## src/rtl/tempsens_scan_ctrl.sv

```systemverilog
// Scan controller for delay-line temperature sensors: sweeps or SAR-searches a shared
// DAC code per masked channel, averages 2**N_AVG_LOG2 conversions, and hands results out.
module tempsens_scan_ctrl #(
    parameter int N_VDAC     = 7,
    parameter int N_CH       = 2,
    parameter int N_AVG_LOG2 = 2,
    localparam int CH_W      = (N_CH > 1) ? $clog2(N_CH) : 1
) (
    input  logic              clk,
    input  logic              reset,
    input  logic              i_start,
    input  logic              i_mode,
    input  logic [N_CH-1:0]   i_ch_mask,
    input  logic [N_CH-1:0]   i_tempdelay,
    output logic [N_VDAC-1:0] o_dac_data,
    output logic [N_CH-1:0]   o_dac_en,
    output logic              o_precharge_n,
    output logic              o_busy,
    output logic              o_valid,
    input  logic              i_ready,
    output logic [N_VDAC-1:0] o_result,
    output logic [CH_W-1:0]   o_ch,
    output logic              o_nodetect
);

    localparam int ACC_W = N_VDAC + N_AVG_LOG2;
    localparam logic [N_VDAC-1:0] VMAX = '1;
    localparam logic [N_VDAC-1:0] VMIN = '0;
    localparam logic [N_AVG_LOG2:0] CONV_LAST = (N_AVG_LOG2 + 1)'((1 << N_AVG_LOG2) - 1);

    typedef enum logic [2:0] {
        S_IDLE,
        S_PRECHARGE,
        S_TRANSITION,
        S_MEASURE,
        S_EVALUATE,
        S_OUTPUT
    } state_t;

    state_t              state_q, state_d;
    logic                mode_q, mode_d;
    logic [N_CH-1:0]     pending_q, pending_d;
    logic [CH_W-1:0]     ch_q, ch_d;
    logic [N_VDAC-1:0]   trial_q, trial_d;
    logic                prev_hit_q, prev_hit_d;
    logic [N_VDAC-1:0]   code_q, code_d;
    logic [N_VDAC-1:0]   bit_q, bit_d;
    logic                any_hit_q, any_hit_d;
    logic [N_AVG_LOG2:0] conv_q, conv_d;
    logic [ACC_W-1:0]    acc_q, acc_d;
    logic                nd_acc_q, nd_acc_d;
    logic [N_VDAC-1:0]   result_q, result_d;
    logic                nodetect_q, nodetect_d;

    logic                hit;
    logic                start_channel;
    logic                init_conv;
    logic                conv_done;
    logic [N_VDAC-1:0]   conv_code;
    logic                conv_nd;
    logic [N_VDAC-1:0]   sar_code;
    logic [ACC_W-1:0]    acc_sum;
    logic                nd_sum;
    logic [N_VDAC-1:0]   trial_dac;

    function automatic logic [CH_W-1:0] first_set(input logic [N_CH-1:0] m);
        logic [CH_W-1:0] idx;
        logic            found;
        idx   = '0;
        found = 1'b0;
        for (int unsigned i = 0; i < N_CH; i++) begin
            if (m[i] && !found) begin
                idx   = CH_W'(i);
                found = 1'b1;
            end
        end
        return idx;
    endfunction

    function automatic logic [N_CH-1:0] onehot(input logic [CH_W-1:0] idx);
        logic [N_CH-1:0] v;
        v = '0;
        for (int unsigned i = 0; i < N_CH; i++) begin
            v[i] = (idx == CH_W'(i));
        end
        return v;
    endfunction

    always_ff @(posedge clk or posedge reset) begin
        if (reset) begin
            state_q    <= S_IDLE;
            mode_q     <= 1'b0;
            pending_q  <= '0;
            ch_q       <= '0;
            trial_q    <= VMAX;
            prev_hit_q <= 1'b1;
            code_q     <= '0;
            bit_q      <= '0;
            any_hit_q  <= 1'b0;
            conv_q     <= '0;
            acc_q      <= '0;
            nd_acc_q   <= 1'b0;
            result_q   <= '0;
            nodetect_q <= 1'b0;
        end else begin
            state_q    <= state_d;
            mode_q     <= mode_d;
            pending_q  <= pending_d;
            ch_q       <= ch_d;
            trial_q    <= trial_d;
            prev_hit_q <= prev_hit_d;
            code_q     <= code_d;
            bit_q      <= bit_d;
            any_hit_q  <= any_hit_d;
            conv_q     <= conv_d;
            acc_q      <= acc_d;
            nd_acc_q   <= nd_acc_d;
            result_q   <= result_d;
            nodetect_q <= nodetect_d;
        end
    end

    always_comb begin
        state_d       = state_q;
        mode_d        = mode_q;
        pending_d     = pending_q;
        ch_d          = ch_q;
        trial_d       = trial_q;
        prev_hit_d    = prev_hit_q;
        code_d        = code_q;
        bit_d         = bit_q;
        any_hit_d     = any_hit_q;
        conv_d        = conv_q;
        acc_d         = acc_q;
        nd_acc_d      = nd_acc_q;
        result_d      = result_q;
        nodetect_d    = nodetect_q;
        start_channel = 1'b0;
        init_conv     = 1'b0;
        conv_done     = 1'b0;
        conv_code     = '0;
        conv_nd       = 1'b0;
        hit           = i_tempdelay[ch_q];
        sar_code      = hit ? (code_q | bit_q) : code_q;
        acc_sum       = '0;
        nd_sum        = 1'b0;

        case (state_q)
            S_IDLE: begin
                if (i_start && (|i_ch_mask)) begin
                    mode_d        = i_mode;
                    ch_d          = first_set(i_ch_mask);
                    pending_d     = i_ch_mask & ~onehot(ch_d);
                    start_channel = 1'b1;
                    state_d       = S_PRECHARGE;
                end
            end
            S_PRECHARGE:  state_d = S_TRANSITION;
            S_TRANSITION: state_d = S_MEASURE;
            S_MEASURE:    state_d = S_EVALUATE;
            S_EVALUATE: begin
                state_d = S_PRECHARGE;
                if (!mode_q) begin
                    // Linear sweep ends on the first miss-to-hit edge while stepping down.
                    if (!prev_hit_q && hit) begin
                        conv_done = 1'b1;
                        conv_code = trial_q;
                    end else if (trial_q == VMIN) begin
                        conv_done = 1'b1;
                        conv_nd   = 1'b1;
                    end else begin
                        trial_d    = trial_q - 1'b1;
                        prev_hit_d = hit;
                    end
                end else begin
                    if (bit_q[0]) begin
                        conv_done = 1'b1;
                        conv_code = sar_code;
                        conv_nd   = !(any_hit_q || hit);
                    end else begin
                        code_d    = sar_code;
                        bit_d     = bit_q >> 1;
                        any_hit_d = any_hit_q || hit;
                    end
                end
                if (conv_done) begin
                    acc_sum = acc_q + ACC_W'(conv_code);
                    nd_sum  = nd_acc_q || conv_nd;
                    if (conv_q == CONV_LAST) begin
                        result_d   = acc_sum[ACC_W-1 -: N_VDAC];
                        nodetect_d = nd_sum;
                        state_d    = S_OUTPUT;
                    end else begin
                        acc_d     = acc_sum;
                        nd_acc_d  = nd_sum;
                        conv_d    = conv_q + 1'b1;
                        init_conv = 1'b1;
                    end
                end
            end
            S_OUTPUT: begin
                if (i_ready) begin
                    if (|pending_q) begin
                        ch_d          = first_set(pending_q);
                        pending_d     = pending_q & ~onehot(ch_d);
                        start_channel = 1'b1;
                        state_d       = S_PRECHARGE;
                    end else begin
                        state_d = S_IDLE;
                    end
                end
            end
            default: state_d = S_IDLE;
        endcase

        if (start_channel) begin
            acc_d     = '0;
            nd_acc_d  = 1'b0;
            conv_d    = '0;
            init_conv = 1'b1;
        end
        if (init_conv) begin
            trial_d           = VMAX;
            prev_hit_d        = 1'b1;
            code_d            = '0;
            bit_d             = '0;
            bit_d[N_VDAC-1]   = 1'b1;
            any_hit_d         = 1'b0;
        end
    end

    always_comb begin
        trial_dac     = mode_q ? (code_q | bit_q) : trial_q;
        o_dac_data    = VMAX;
        o_dac_en      = '0;
        o_precharge_n = 1'b0;
        o_busy        = (state_q != S_IDLE);
        o_valid       = (state_q == S_OUTPUT);
        case (state_q)
            S_PRECHARGE: begin
                o_dac_en = onehot(ch_q);
            end
            S_TRANSITION: begin
                o_dac_data    = VMIN;
                o_dac_en      = onehot(ch_q);
                o_precharge_n = 1'b1;
            end
            S_MEASURE, S_EVALUATE: begin
                o_dac_data    = trial_dac;
                o_dac_en      = onehot(ch_q);
                o_precharge_n = 1'b1;
            end
            default: ;
        endcase
    end

    assign o_result   = result_q;
    assign o_ch       = ch_q;
    assign o_nodetect = nodetect_q;

endmodule

```

## config.mk

```make
export PLATFORM = sky130hd
export DESIGN_NAME = tempsens_scan_ctrl
export DESIGN_NICKNAME = d
export VERILOG_FILES = /design/src/rtl/tempsens_scan_ctrl.sv
export SDC_FILE = /design/constraint.sdc
export NUM_CORES = 1
export LEC_CHECK = 0
export CORE_MARGIN = 8
export CORE_UTILIZATION = 45
export CTS_CLUSTER_DIAMETER = 40
export DETAILED_ROUTE_END_ITERATION = 7
export PLACE_DENSITY = 0.66
export SYNTH_ARGS = -nofsm -noshare
export SYNTH_HDL_FRONTEND = slang
export SYNTH_SLANG_ARGS = --single-unit
```

## constraint.sdc

```tcl
create_clock -name clk -period 4 [get_ports clk]
set_input_delay 0.6 -clock clk [delete_from_list [all_inputs] [get_ports clk]]
set_output_delay 0.6 -clock clk [all_outputs]
set_load 0.01 [all_outputs]
```

==> results.cfg, run 1 <==
[outcome]
status = finished clean

[min_path]
min_to = conv_q[0]
hold-path-cell-count = 1
min_path_type = flop to flop
worstHoldStart = conv_q[0]

[cells_and_area]
drive_above_1_share = 0.130
fillers = 585
final_cell_mix = dfrtp_1 (43), nand2_1 (39), o21ai_0 (30)
fin_nets = 350
layout_commonest_cell = dfrtp_1
num_antenna_cells = 0
synthToLayoutAreaGrowth_pct = 16.3

[logic_synthesis]
synth-edff-count = 0
synth_nets = 321
yosysWarnings = 0
yosys_most_used_dff = dfrtp_1
synth-seq-area-share = 0.446
syn_area_um2 = 2880
syn_avg_cell_area_um2 = 9.57
synth.distinct_cells = 53
syn_inst = 301
synthArstFlopShare = 1.00
ys_ff_latch = 51

[clock_tree]
postCtsSetupRepairBufs = 0
cts_made_buffers = 5
cts_resized = 0
htreeDepth = 2
cts_hold_buf = 0
clk_pin_slew_ns = 0.09
root_buffer = clkbuf_8
cts_sinks = 51
clk_latency_ns = 0.31
cts_tree = built
clk_path_buf_depth = 2

[sta]
finalWorstPathRequiredPeriod_ns = 3.10
hold_viol = 0
setup_tns_ns = 0
max-slew-margin-rel = 0.281
maxSlewViolCount = 0
period_share = 0.774
finalClockSkew_ns = 0.00832
fmax_mhz = 323
layout_setup_ws_ns = 0.902
worstMarginPinSlew_ns = 1.08
setup_viol_count_final = 0
grt_setup_unrepaired = no

[global_routing]
first_global_vias = 2147
grt_start_max_net_pins = 52
grt_first_pass_wirelength_um = 10800
overflow = 0
track_usage = 0.151
antenna_found_initial = 0

[die]
rows = 29
io_pins = 30
die_x_um = 96.0
dieArea_um2 = 9220
die_h_um = 96.0
start_util = 0.459
core_area_um2 = 6280

[worst_setup_path]
worstPathArrival_ns = 3.30
crit_path_max_fanout = 3
rr_worst_depth = 13
reg2reg_from = o_ch
end_kind = flop
required_ns = 4.20
critical_path.max_stage_delay_ns = 0.46
critPathMostFrequentCell = nand2_1
cp-start-kind = input pin
rrSetupSlack_ns = 1.12
cp_slowest_cell = clkdlybuf4s50_1
critPathKind = input pin to flop
r2r_end = acc_q[8]
crit_chain = clkdlybuf4s50_1, mux2_2, nand2_1, nor2_1, nand2_1, o21ai_0, ha_1, inv_1, fa_1, nand2b_1, a21oi_1, o221ai_1, and3_1, a211o_1

[detailed_routing]
wire_per_inst_um = 16.5
drt-pass1-iter-count = 5
drc = 0
initialDrtViolationCount = 212
antenna_left = 0
via_count = 2342
vias_per_cell = 5.74
wl_um = 6750

[placed_design]
io_buffers = 29
place_congestion = 0.871
dp_hpwl_um = 4790
dp_slack_ns = 0.618

[flow_run]
drv_cap = 0

[power]
vdd_drop_max_v = 0.000347
power.static_leakage_nw = 1.49
power.density_nw_per_um2 = 645
per-layer routing:
layer / GRT usage / up-vias / wire length (um)
met1: 0.207 / 1126 / 3150
met2: 0.225 / 66 / 3000
met4: 0.0627 / 0 / 143
met3: 0.0312 / 12 / 459
met5: 0 / - / 0
li1: - / 1138 / -
synthesized netlist by cell type, types with 3 or more instances:
| cell type | n | area, um2 |
|---|---|---|
| dfrtp_1 | 43 | 1080 |
| nand2_1 | 39 | 146 |
| nor3_1 | 4 | 20.0 |
| a22o_1 | 8 | 70.1 |
| o221ai_1 | 3 | 26.3 |
| mux2_2 | 9 | 101 |
| buf_2 | 5 | 25.0 |
| xnor2_1 | 8 | 70.1 |
| and3_1 | 3 | 18.8 |
| inv_1 | 11 | 41.3 |
| a21oi_1 | 22 | 110 |
| a211o_1 | 3 | 26.3 |
| o22ai_1 | 3 | 18.8 |
| o21ai_0 | 30 | 150 |
| dfstp_2 | 8 | 210 |
| nand3_1 | 8 | 40.0 |
| clkbuf_1 | 5 | 18.8 |
| xor2_1 | 5 | 43.8 |
| nand2b_1 | 3 | 18.8 |
| ha_1 | 10 | 125 |
| nor2_1 | 29 | 109 |
metrics by stage:
stage,std cells,hold slack (ns),area (um2),util,total power (W)
finish,408,0.487,3350,0.534,0.00216
global route,408,0.509,3350,0.534,0.00231
CTS,408,0.492,3350,0.534,0.00217
detailed placement,400,0.481,3230,0.515,0.00179
global placement,400,0.472,3230,0.515,0.00178
floorplan,301,0.457,2880,-,0.00142
state kept, by name, indices dropped and copies added, names as in the netlist, 2 cells and up:
name / cells
acc_q: 9
bit_q: 7
code_q: 7
o_result: 7
trial_q: 7
conv_q: 3
state_q: 3
pending_q: 2
kinds of logic after synthesis:
kind of cell,share of synthesized area
xor gates and xnor gates,0.0395
DFF,0.446
AOI/OAI and AO/OA,0.192
and+or+nand+nor,0.191
muxes,0.0386
buffers and inverters,0.0417
adders and majority gates,0.0504
worst max-delay path, delay by kind of cell:
kind | cells | cell delay, ns
compound gates | 4 | 0.73
simple gates | 5 | 0.66
fa+ha+maj | 2 | 0.62
buf+inv | 2 | 0.53
mux | 1 | 0.18
cell type report:
| class | count | area [um2] | share of cell area |
|---|---|---|---|
| clock buffers | 6 | 82.6 | 0.0246 |
| clock inverters | 2 | 35.0 | 0.0105 |
| inverters | 11 | 41.3 | 0.0123 |
| multi-input cells | 226 | 1480 | 0.440 |
| flip-flops and latches | 51 | 1290 | 0.384 |
| well taps | 77 | 96.3 | 0.0287 |
| repair buffers | 35 | 335 | 0.100 |
report_power, final:
group	switching, W	leakage (nW)	internal, W
sequential	0.000141	0.668	0.000637
clock	0.000174	0.0612	0.000203
combinational	0.000562	0.761	0.000446
total	0.000878	1.49	0.00129
worst max-delay path by stage:
stage	to	startpoint	cells past startpoint
after floorplan	acc_q[8]	i_tempdelay[1]	14
after global placement	acc_q[8]	i_tempdelay[0]	14
after detailed placement	acc_q[8]	i_tempdelay[1]	14
after CTS	acc_q[8]	i_tempdelay[1]	14
after global routing	acc_q[8]	i_tempdelay[0]	14
final	acc_q[8]	i_tempdelay[1]	14
Note: power is estimated with default switching activity, not from simulation.
==> run 2: changes to the inputs <==
clock period = 3.2 ns   (was 4 ns; I/O delays follow)
==> run 2 against run 1 <==
- combinational power increased by 26%
- sequential share of layout area is 0.21 points lower
- setup slack worse by 0.62 ns
- cell count grew 1.5%
- count of clock-buffer cells in the layout rose by 1
- clock skew decreased by 0.00056 ns
- clock power grew 2%
- sequential power grew 24%
- first-iteration DRC count is 35% lower
- power grew 21%
- register-to-register slack lost 0.73 ns
- global-route usage rose by 0.41 points
==> results.cfg, run 2 (synthesis results as in run 1) <==
[placed_design]
place_congestion = 0.858
dp_hpwl_um = 4770
place_area_um2 = 3280
io_buffers = 29
dpl.cell_count = 406
dp_slack_ns = -0.0113

[power]
p_seq_frac = 0.367
p_clk_frac = 0.147
vdd_drop_max_v = 0.000489
p_sw_w = 0.00108
combinationalPowerShare = 0.486
power.static_leakage_nw = 1.51
switching_share = 0.412
internal_power_w = 0.00154
power.density_nw_per_um2 = 778

[worst_setup_path]
cp_slowest_cell = clkdlybuf4s50_1
critPathMostFrequentCell = nand2_1
required_ns = 3.39
rrSetupSlack_ns = 0.39
critPathKind = input pin to flop
crit_chain = clkdlybuf4s50_1, mux2_2, nand2_1, nor2_1, buf_4, nand2_1, o21a_1, fa_1, nand2b_1, a21oi_1, o221ai_1, and3_1, a211o_1
crit_path_max_fanout = 6
worstPathArrival_ns = 3.11
end_kind = flop
cp-start-kind = input pin
critical_path.max_stage_delay_ns = 0.46

[sta]
worstMarginPinSlew_ns = 0.898
grt_setup_unrepaired = no
maxSlewViolCount = 0
finalWorstPathRequiredPeriod_ns = 2.91
setup_tns_ns = 0
max-slew-margin-rel = 0.400
finalClockSkew_ns = 0.00776
fmax_mhz = 343
period_share = 0.911
layout_setup_ws_ns = 0.286
setup_viol_count_final = 0
hold_viol = 0

[die]
core_area_um2 = 6280
dieArea_um2 = 9220
die_h_um = 96.0
io_pins = 30
rows = 29
start_util = 0.459
die_x_um = 96.0

[cells_and_area]
num_antenna_cells = 0
synthToLayoutAreaGrowth_pct = 17.0
final_cell_mix = dfrtp_1 (43), nand2_1 (39), o21ai_0 (30)
final_cell_count_no_fill = 414
layout_commonest_cell = dfrtp_1
fin_nets = 356
drive_above_1_share = 0.142
largest_register = acc_q
largest_reg_flops = 9
stdcell_area_um2 = 3370

[global_routing]
grt_start_max_net_pins = 35
overflow = 0
antenna_found_initial = 0
grt_first_pass_wirelength_um = 11200
first_global_vias = 2364
track_usage = 0.155

[min_path]
min_path_type = input pin to async pin

[clock_tree]
clk_pin_slew_ns = 0.09
htreeDepth = 2
clk_latency_ns = 0.31
clk_path_buf_depth = 2
cts_tree = built
cts_hold_buf = 0
postCtsSetupRepairBufs = 0
cts_sinks = 51
cts_resized = 0
root_buffer = clkbuf_8
cts_made_buffers = 5

[detailed_routing]
vias_per_cell = 5.69
wire_per_inst_um = 16.0
via_count = 2355
antenna_left = 0
drt-pass1-iter-count = 4
drc = 0
initialDrtViolationCount = 138
wl_um = 6620

[flow_run]
drv_cap = 0

[outcome]
status = finished clean
## run 2: cell types whose count changed in the layout (fill, tap and decap cells not counted), sizes merged
| cell | previous run | this run |
|---|---|---|
| bufinv | 1 | 0 |
| clkbuf | 6 | 7 |
| buf | 6 | 12 |
## run 2: final cells by class
cell class | count | area, um2
clock buffer | 7 | 86.3
clock inverter | 1 | 5.00
fill | 579 | 2910
inverter | 11 | 41.3
multi-input combinational | 226 | 1480
sequential | 51 | 1290
tap | 77 | 96.3
timing repair buffer | 41 | 380
## run 2: worst paths after layout
check                         endpoint  depth (start not counted)            from
max                           acc_q[8]                         13  i_tempdelay[0]
min                        o_result[4]                          2           reset
max reg2reg                   acc_q[8]                         12            o_ch
min reg2reg                 prev_hit_q                          2      prev_hit_q
max in group asynchronous   trial_q[2]                          3           reset
min in group clk            prev_hit_q                          2      prev_hit_q
## run 2: per-layer routing
metal,GRT usage,vias to the layer above,part of all wire
li1,-,1145,-
met1,0.197,1148,0.47
met2,0.259,55,0.47
met3,0.0281,7,0.047
met4,0.0474,0,0.014
met5,0,-,0
## run 2: through the flow
| step | power (W) | hold WS, ns | util |
|---|---|---|---|
| 5_1_grt | 0.00283 | 0.496 | 0.537 |
| 6_report | 0.00262 | 0.458 | 0.537 |
| 2_1_floorplan | 0.00177 | 0.457 | - |
| 3_3_place_gp | 0.00223 | 0.471 | 0.522 |
| 3_5_place_dp | 0.00225 | 0.486 | 0.522 |
| 4_1_cts | 0.00264 | 0.467 | 0.537 |
## run 2: power by group through the flow
stage,clock (W),sequential (W),combinational (W)
floorplan,0,0.000907,0.000865
global placement,0,0.000967,0.00127
detailed placement,0,0.000970,0.00128
CTS,0.000398,0.000960,0.00128
global route,0.000416,0.000986,0.00142
finish,0.000385,0.000962,0.00127
## run 2: critical path, delay by kind of cell
family          cells  cell delay [ns]
buf+inv             2             0.62
fa+ha+maj           1             0.42
mux                 1             0.19
simple gates        5             0.67
compound gates      4             0.74
==> run 3: changes to the inputs <==
ABC_AREA = 1   (was not set)
CTS_BUF_LIST = sky130_fd_sc_hd__clkbuf_2   (was not set)
CTS_CLUSTER_SIZE = 16   (was not set)
PLACE_DENSITY = 0.65   (was 0.66)
==> run 3 against run 2 <==
- setup slack improved by 0.014 ns
- largest cell class unchanged
- register-to-register slack improved by 0.24 ns
- via count increased by 17%
- sequential power decreased by 5.2%
- largest power group unchanged
==> results.cfg, run 3 <==
[logic_synthesis]
synth_fa_ha_area_frac = 0.0466
ys_ff_latch = 51
synth_top_family_by_area = simple AND/OR/NAND/NOR gates
yosysWarnings = 0
synth.area.top_cells = dfrtp_1 (35%), nand2_1 (17%), dfstp_2 (6.8%), inv_1 (6.1%), ha_1 (4.0%)
syn_avg_cell_area_um2 = 7.54
yosysTopAreaCell = dfrtp_1
syn_inst = 413
synth_compound_area_frac = 0.0920
yosys_most_used_dff = dfrtp_1
yosys.area_share.simple = 0.330
synth_top_area_frac = 0.346
synthArstFlopShare = 1.00
muxShareOfSynthArea = 0.00322
yosysMostFrequentCell = nand2_1
synthTopCellsByCount = nand2_1 (141), inv_1 (51), dfrtp_1 (43)
synth.distinct_cells = 42
synth-edff-count = 0
synth-seq-area-share = 0.413
syn_area_um2 = 3110
synth_nets = 433
synth-xor-area-share = 0.0141

[power]
combinationalPowerShare = 0.509
switching_share = 0.440
internal_power_w = 0.00143
vdd_drop_max_v = 0.000417
total_power_w = 0.00255
p_clk_frac = 0.133
power.static_leakage_nw = 1.92
power.density_nw_per_um2 = 726
p_sw_w = 0.00112
p_seq_frac = 0.357

[global_routing]
grt_start_max_net_pins = 46
grt_first_pass_wirelength_um = 13100
track_usage = 0.164
first_global_vias = 2748
overflow = 0
antenna_found_initial = 0

[worst_setup_path]
critPathMostFrequentCell = nand2_1
critPathKind = flop to output port
r2r_end = acc_q[8]
cp-start-kind = flop
crit_chain = nor2_2, nand2_1, inv_1, nor2_1, clkinv_1, nand2_1, clkdlybuf4s50_1
end_kind = output port
cp_slowest_cell = clkdlybuf4s50_1
critical_path.max_stage_delay_ns = 0.55
reg2reg_from = o_ch
rr_worst_depth = 15
worstPathArrival_ns = 2.42
crit_path_max_fanout = 8
critPathLaunch = state_q[0]
required_ns = 2.72
rrSetupSlack_ns = 0.63

[min_path]
worstHoldStart = conv_q[0]
min_path_type = flop to flop
min_to = conv_q[0]
hold-path-cell-count = 1

[sta]
worstMarginPinSlew_ns = 0.975
setup_tns_ns = 0
setup_viol_count_final = 0
maxSlewViolCount = 0
period_share = 0.906
finalWorstPathRequiredPeriod_ns = 2.90
grt_setup_unrepaired = no
max-slew-margin-rel = 0.349
layout_setup_ws_ns = 0.300
fmax_mhz = 345
hold_viol = 0
finalClockSkew_ns = 0.0254

[clock_tree]
cts_made_buffers = 5
clk_pin_slew_ns = 0.26
postCtsSetupRepairBufs = 0
htreeDepth = 2
clk_latency_ns = 0.46
cts_sinks = 51
cts_resized = 0
cts_hold_buf = 0
root_buffer = clkbuf_2
clk_path_buf_depth = 2
cts_tree = built

[detailed_routing]
wire_per_inst_um = 14.3
wl_um = 7550
vias_per_cell = 5.22
drc = 0
antenna_left = 0
via_count = 2752
initialDrtViolationCount = 130
drt-pass1-iter-count = 4

[cells_and_area]
final_cell_mix = nand2_1 (141), inv_1 (50), dfrtp_1 (43)
largest_register = acc_q
largest_reg_flops = 9
fillers = 680
synthToLayoutAreaGrowth_pct = 13.0
final_cell_count_no_fill = 527
num_antenna_cells = 0
layout_commonest_cell = nand2_1
drive_above_1_share = 0.107
fin_nets = 466
stdcell_area_um2 = 3520

[die]
die_h_um = 99.2
io_pins = 30
die_x_um = 99.2
dieArea_um2 = 9830
core_area_um2 = 6760
rows = 30
start_util = 0.461

[placed_design]
place_area_um2 = 3450
io_buffers = 29
dp_slack_ns = 0.101
place_congestion = 0.813
dpl.cell_count = 519
dp_hpwl_um = 5570

[outcome]
status = finished clean

[flow_run]
drv_cap = 0
-- run 3: how the worst max path moves through the flow --
stage | to | slack [ns] | cells past startpoint
after floorplan | acc_q[8] | 0.76 | 15
after global routing | o_dac_data[0] | 0.09 | 7
after CTS | o_dac_data[0] | 0.29 | 7
after detailed placement | acc_q[8] | 0.10 | 16
final | o_dac_data[0] | 0.30 | 7
after global placement | acc_q[8] | 0.15 | 16
-- run 3: power by group through the flow --
stage / combinational (W) / clock, W / sequential [W]
detailed placement: 0.00130 / 0 / 0.000923
CTS: 0.00131 / 0.000346 / 0.000911
floorplan: 0.000881 / 0 / 0.000897
finish: 0.00130 / 0.000341 / 0.000912
global placement: 0.00128 / 0 / 0.000918
global route: 0.00146 / 0.000377 / 0.000935
-- run 3: cell families (layout without fill, tap and decap cells) --
kind of cell,after synthesis,count (layout)
adders and majority gates,11,11
buffers and inverters,68,102
and+or+nand+nor,227,227
AOI/OAI and AO/OA,50,50
muxes,1,1
DFF,51,51
xor gates and xnor gates,5,5
-- run 3: per-layer routing --
metal  vias to the layer above  part of all wire  global-route usage
met2                        54              0.48               0.271
met3                         8             0.055              0.0426
li1                       1387                 -                   -
met4                         0            0.0098              0.0466
met1                      1303              0.46               0.207
met5                         -                 0                   0
-- run 3: layout make-up --
type / instances / area [um2] / area share
clock buffers: 5 / 25.0 / 0.00711
clock inverters: 3 / 38.8 / 0.0110
inverters: 60 / 229 / 0.0651
multi-input cells: 294 / 1510 / 0.430
flip-flops and latches: 51 / 1290 / 0.366
well taps: 80 / 100 / 0.0284
repair buffers: 34 / 328 / 0.0932
-- run 3: through the flow --
step | utilization | hold WS [ns]
finish | 0.521 | 0.500
global route | 0.521 | 0.525
CTS | 0.521 | 0.507
detailed placement | 0.511 | 0.460
global placement | 0.511 | 0.454
floorplan | - | 0.443
-- run 3: worst max-delay path, delay by kind of cell, from the launching register on --
family,cells,cell delay (ns)
AND/OR/NAND/NOR,4,0.56
buffers and inverters,3,0.91
flip-flops,1,0.50
==> edit: new RTL, flow settings as in run 3 <==
Set the parameter `N_CH` to 1 (it was 2).
--- a/src/rtl/tempsens_scan_ctrl.sv
+++ b/src/rtl/tempsens_scan_ctrl.sv
@@ -2,7 +2,7 @@
 // DAC code per masked channel, averages 2**N_AVG_LOG2 conversions, and hands results out.
 module tempsens_scan_ctrl #(
     parameter int N_VDAC     = 7,
-    parameter int N_CH       = 2,
+    parameter int N_CH       = 1,
     parameter int N_AVG_LOG2 = 2,
     localparam int CH_W      = (N_CH > 1) ? $clog2(N_CH) : 1
 ) (
Interface: changed (resized i_ch_mask, i_tempdelay and o_dac_en); port bits go from 30 to 27. The function was not compared with the original's and may differ.
==> edit against run 3 <==
- worst setup slack improved by 0.13 ns
- non-clock buffer count fell by 7
- sequential cell count fell by 3
- power fell by 2.2%
- wire length fell by 12%
- synthesized cell count fell by 8.2%
- cell area fell by 7.5%
- global-route usage fell by 0.93 points
- area after synthesis fell by 7.2%
- highest routed layer unchanged
==> edit: results (changes against run 3) <==
* Initial antenna violation count at 0 (unchanged)
* Routed WL at 6630 um (-12%)
* Status: finished clean
* Largest register FFs at 9 (unchanged)
* Yosys warns at 0 (unchanged)
* Worst Max-Slew Pin Slew at 0.883 ns (-0.0914 ns)
* Via count at 2465 (-10%)
* DRT Pass-1 Iters at 4 (unchanged)
* Htree depth at 2 (unchanged)
* Vias in the first global route at 2349 (-15%)
* Non-filler cells, final at 484 (-8.2%)
* Root Buffer: clkbuf_2
* Top reg by flops: acc_q
* Post-synth top cells: 134 x nand2_1, 40 x dfrtp_1, 34 x inv_1
* Clk slew on worst S/H paths at 0.26 ns (about the same)
* Gpl congestion at 0.886 (+9.0%)
* 1st-iter DRT viols at 104 (-20%)
* Port Buffers at 25 (-14%)
* Largest net degree at the start of global routing at 43 (-6.5%)
* Tot GR Track Use at 0.155 (-0.00935)
* Leak at 1.64 nW (-15%)
* Fill cell total of the finished layout at 614 (-9.7%)
* Critical Path Fanout Max at 11 (+3)
* Detail Placement HPWL at 4850 um (-13%)
* Maximum vdd ir drop at 0.521 mV (+25%)
* Diode count at 0 (unchanged)
* First-pass GRT wire length at 11300 um (-14%)
* Hold Crit Class: input port to asynchronous set/reset pin
* Clk buf depth at 2 (unchanged)
* Seq/Total Area, Yosys at 0.419 (+0.00586)
* Post-CTS Setup Inserts at 0 (unchanged)
* Syn Inst Count at 379 (-8.2%)
* Layout cells sized above 1 at 0.113 (+0.00564)
* Clock latency on the worst-skew pair at 0.43 ns (-0.03 ns)
* Syn_nets at 397 (-8.3%)
* Clock skew at 0.0237 ns (-0.00170 ns)
* Final nets at 424 (-9.0%)
* Critical Path AT at 2.29 ns (-0.13 ns)
* Asr flop ratio synth at 1.00 (unchanged)
* Top cells by area, synth: dfrtp_1 35%, nand2_1 17%, dfstp_2 7.3%
* Netlist cell types at 37 (-12%)
## edit: cell count changes after synthesis, moves of 5 or more
cell      change
nand4_1      -11
nand2_1       -7
inv_1        -17
nor2_4        +5
nand3b_1      +5
nor3_1        +5
## edit: worst paths after layout
path                            startpoint            end  slack, ns  cells past startpoint
worst max-delay path                mode_q  o_dac_data[0]       0.43                      5
worst min-delay path                 reset       bit_q[4]       0.50                      2
worst max register to register      mode_q       acc_q[8]       0.55                     12
worst min register to register   conv_q[0]      conv_q[0]       0.50                      1
max in group asynchronous            reset     trial_q[3]       1.95                      3
min in group clk                 conv_q[0]      conv_q[0]       0.50                      1
## edit: metrics by stage
stage          worst slack, ns  utilization  hold slack [ns]  cell area (um2)  total power, mW
2_1_floorplan             1.00            -            0.443             2890             1.75
3_3_place_gp             0.386        0.508            0.457             3190             2.16
3_5_place_dp             0.308        0.508            0.460             3190             2.18
4_1_cts                  0.401        0.518            0.511             3250             2.51
5_1_grt                  0.211        0.518            0.517             3250             2.70
6_report                 0.426        0.518            0.500             3250             2.50
## edit: final cells by class
class	instances	area share
clock buffers	5	0.00769
clock inverters	3	0.0115
inverters	43	0.0512
multi-input cells	281	0.446
flip-flops and latches	48	0.372
well taps	77	0.0296
repair buffers	27	0.0815
## edit: power breakdown
group | switching (mW) | internal (mW) | total [mW] | leakage (nW)
clock | 0.198 | 0.127 | 0.325 | 0.0380
combinational | 0.724 | 0.491 | 1.21 | 0.984
sequential | 0.171 | 0.786 | 0.956 | 0.621
total | 1.09 | 1.40 | 2.50 | 1.64
## edit: layer usage
metal | up-vias | wire, um | GRT usage
met3 | 11 | 392 | 0.0359
li1 | 1263 | - | -
met5 | - | 0 | 0
met1 | 1137 | 3150 | 0.199
met4 | 0 | 123 | 0.0538
met2 | 54 | 2960 | 0.249
## edit: cells by family (layout without fill, tap and decap cells)
| logic type | after synthesis | in the layout | share of synthesized area |
|---|---|---|---|
| AOI/OAI and AO/OA | 44 | 44 | 0.0840 |
| xor gates and xnor gates | 4 | 4 | 0.0121 |
| adders and majority gates | 11 | 11 | 0.0502 |
| buffers and inverters | 50 | 78 | 0.0788 |
| DFF | 48 | 48 | 0.419 |
| muxes | 1 | 1 | 0.00346 |
| other | 1 | 1 | 0.00130 |
| and+or+nand+nor | 220 | 220 | 0.351 |
## edit: critical path, cell delays in order (launching register included)
cell             delay (ns)
dfrtp_1                0.68
nand2_1                0.31
o21ai_0                0.14
o21ai_0                0.09
nand2_1                0.10
clkdlybuf4s50_1        0.55
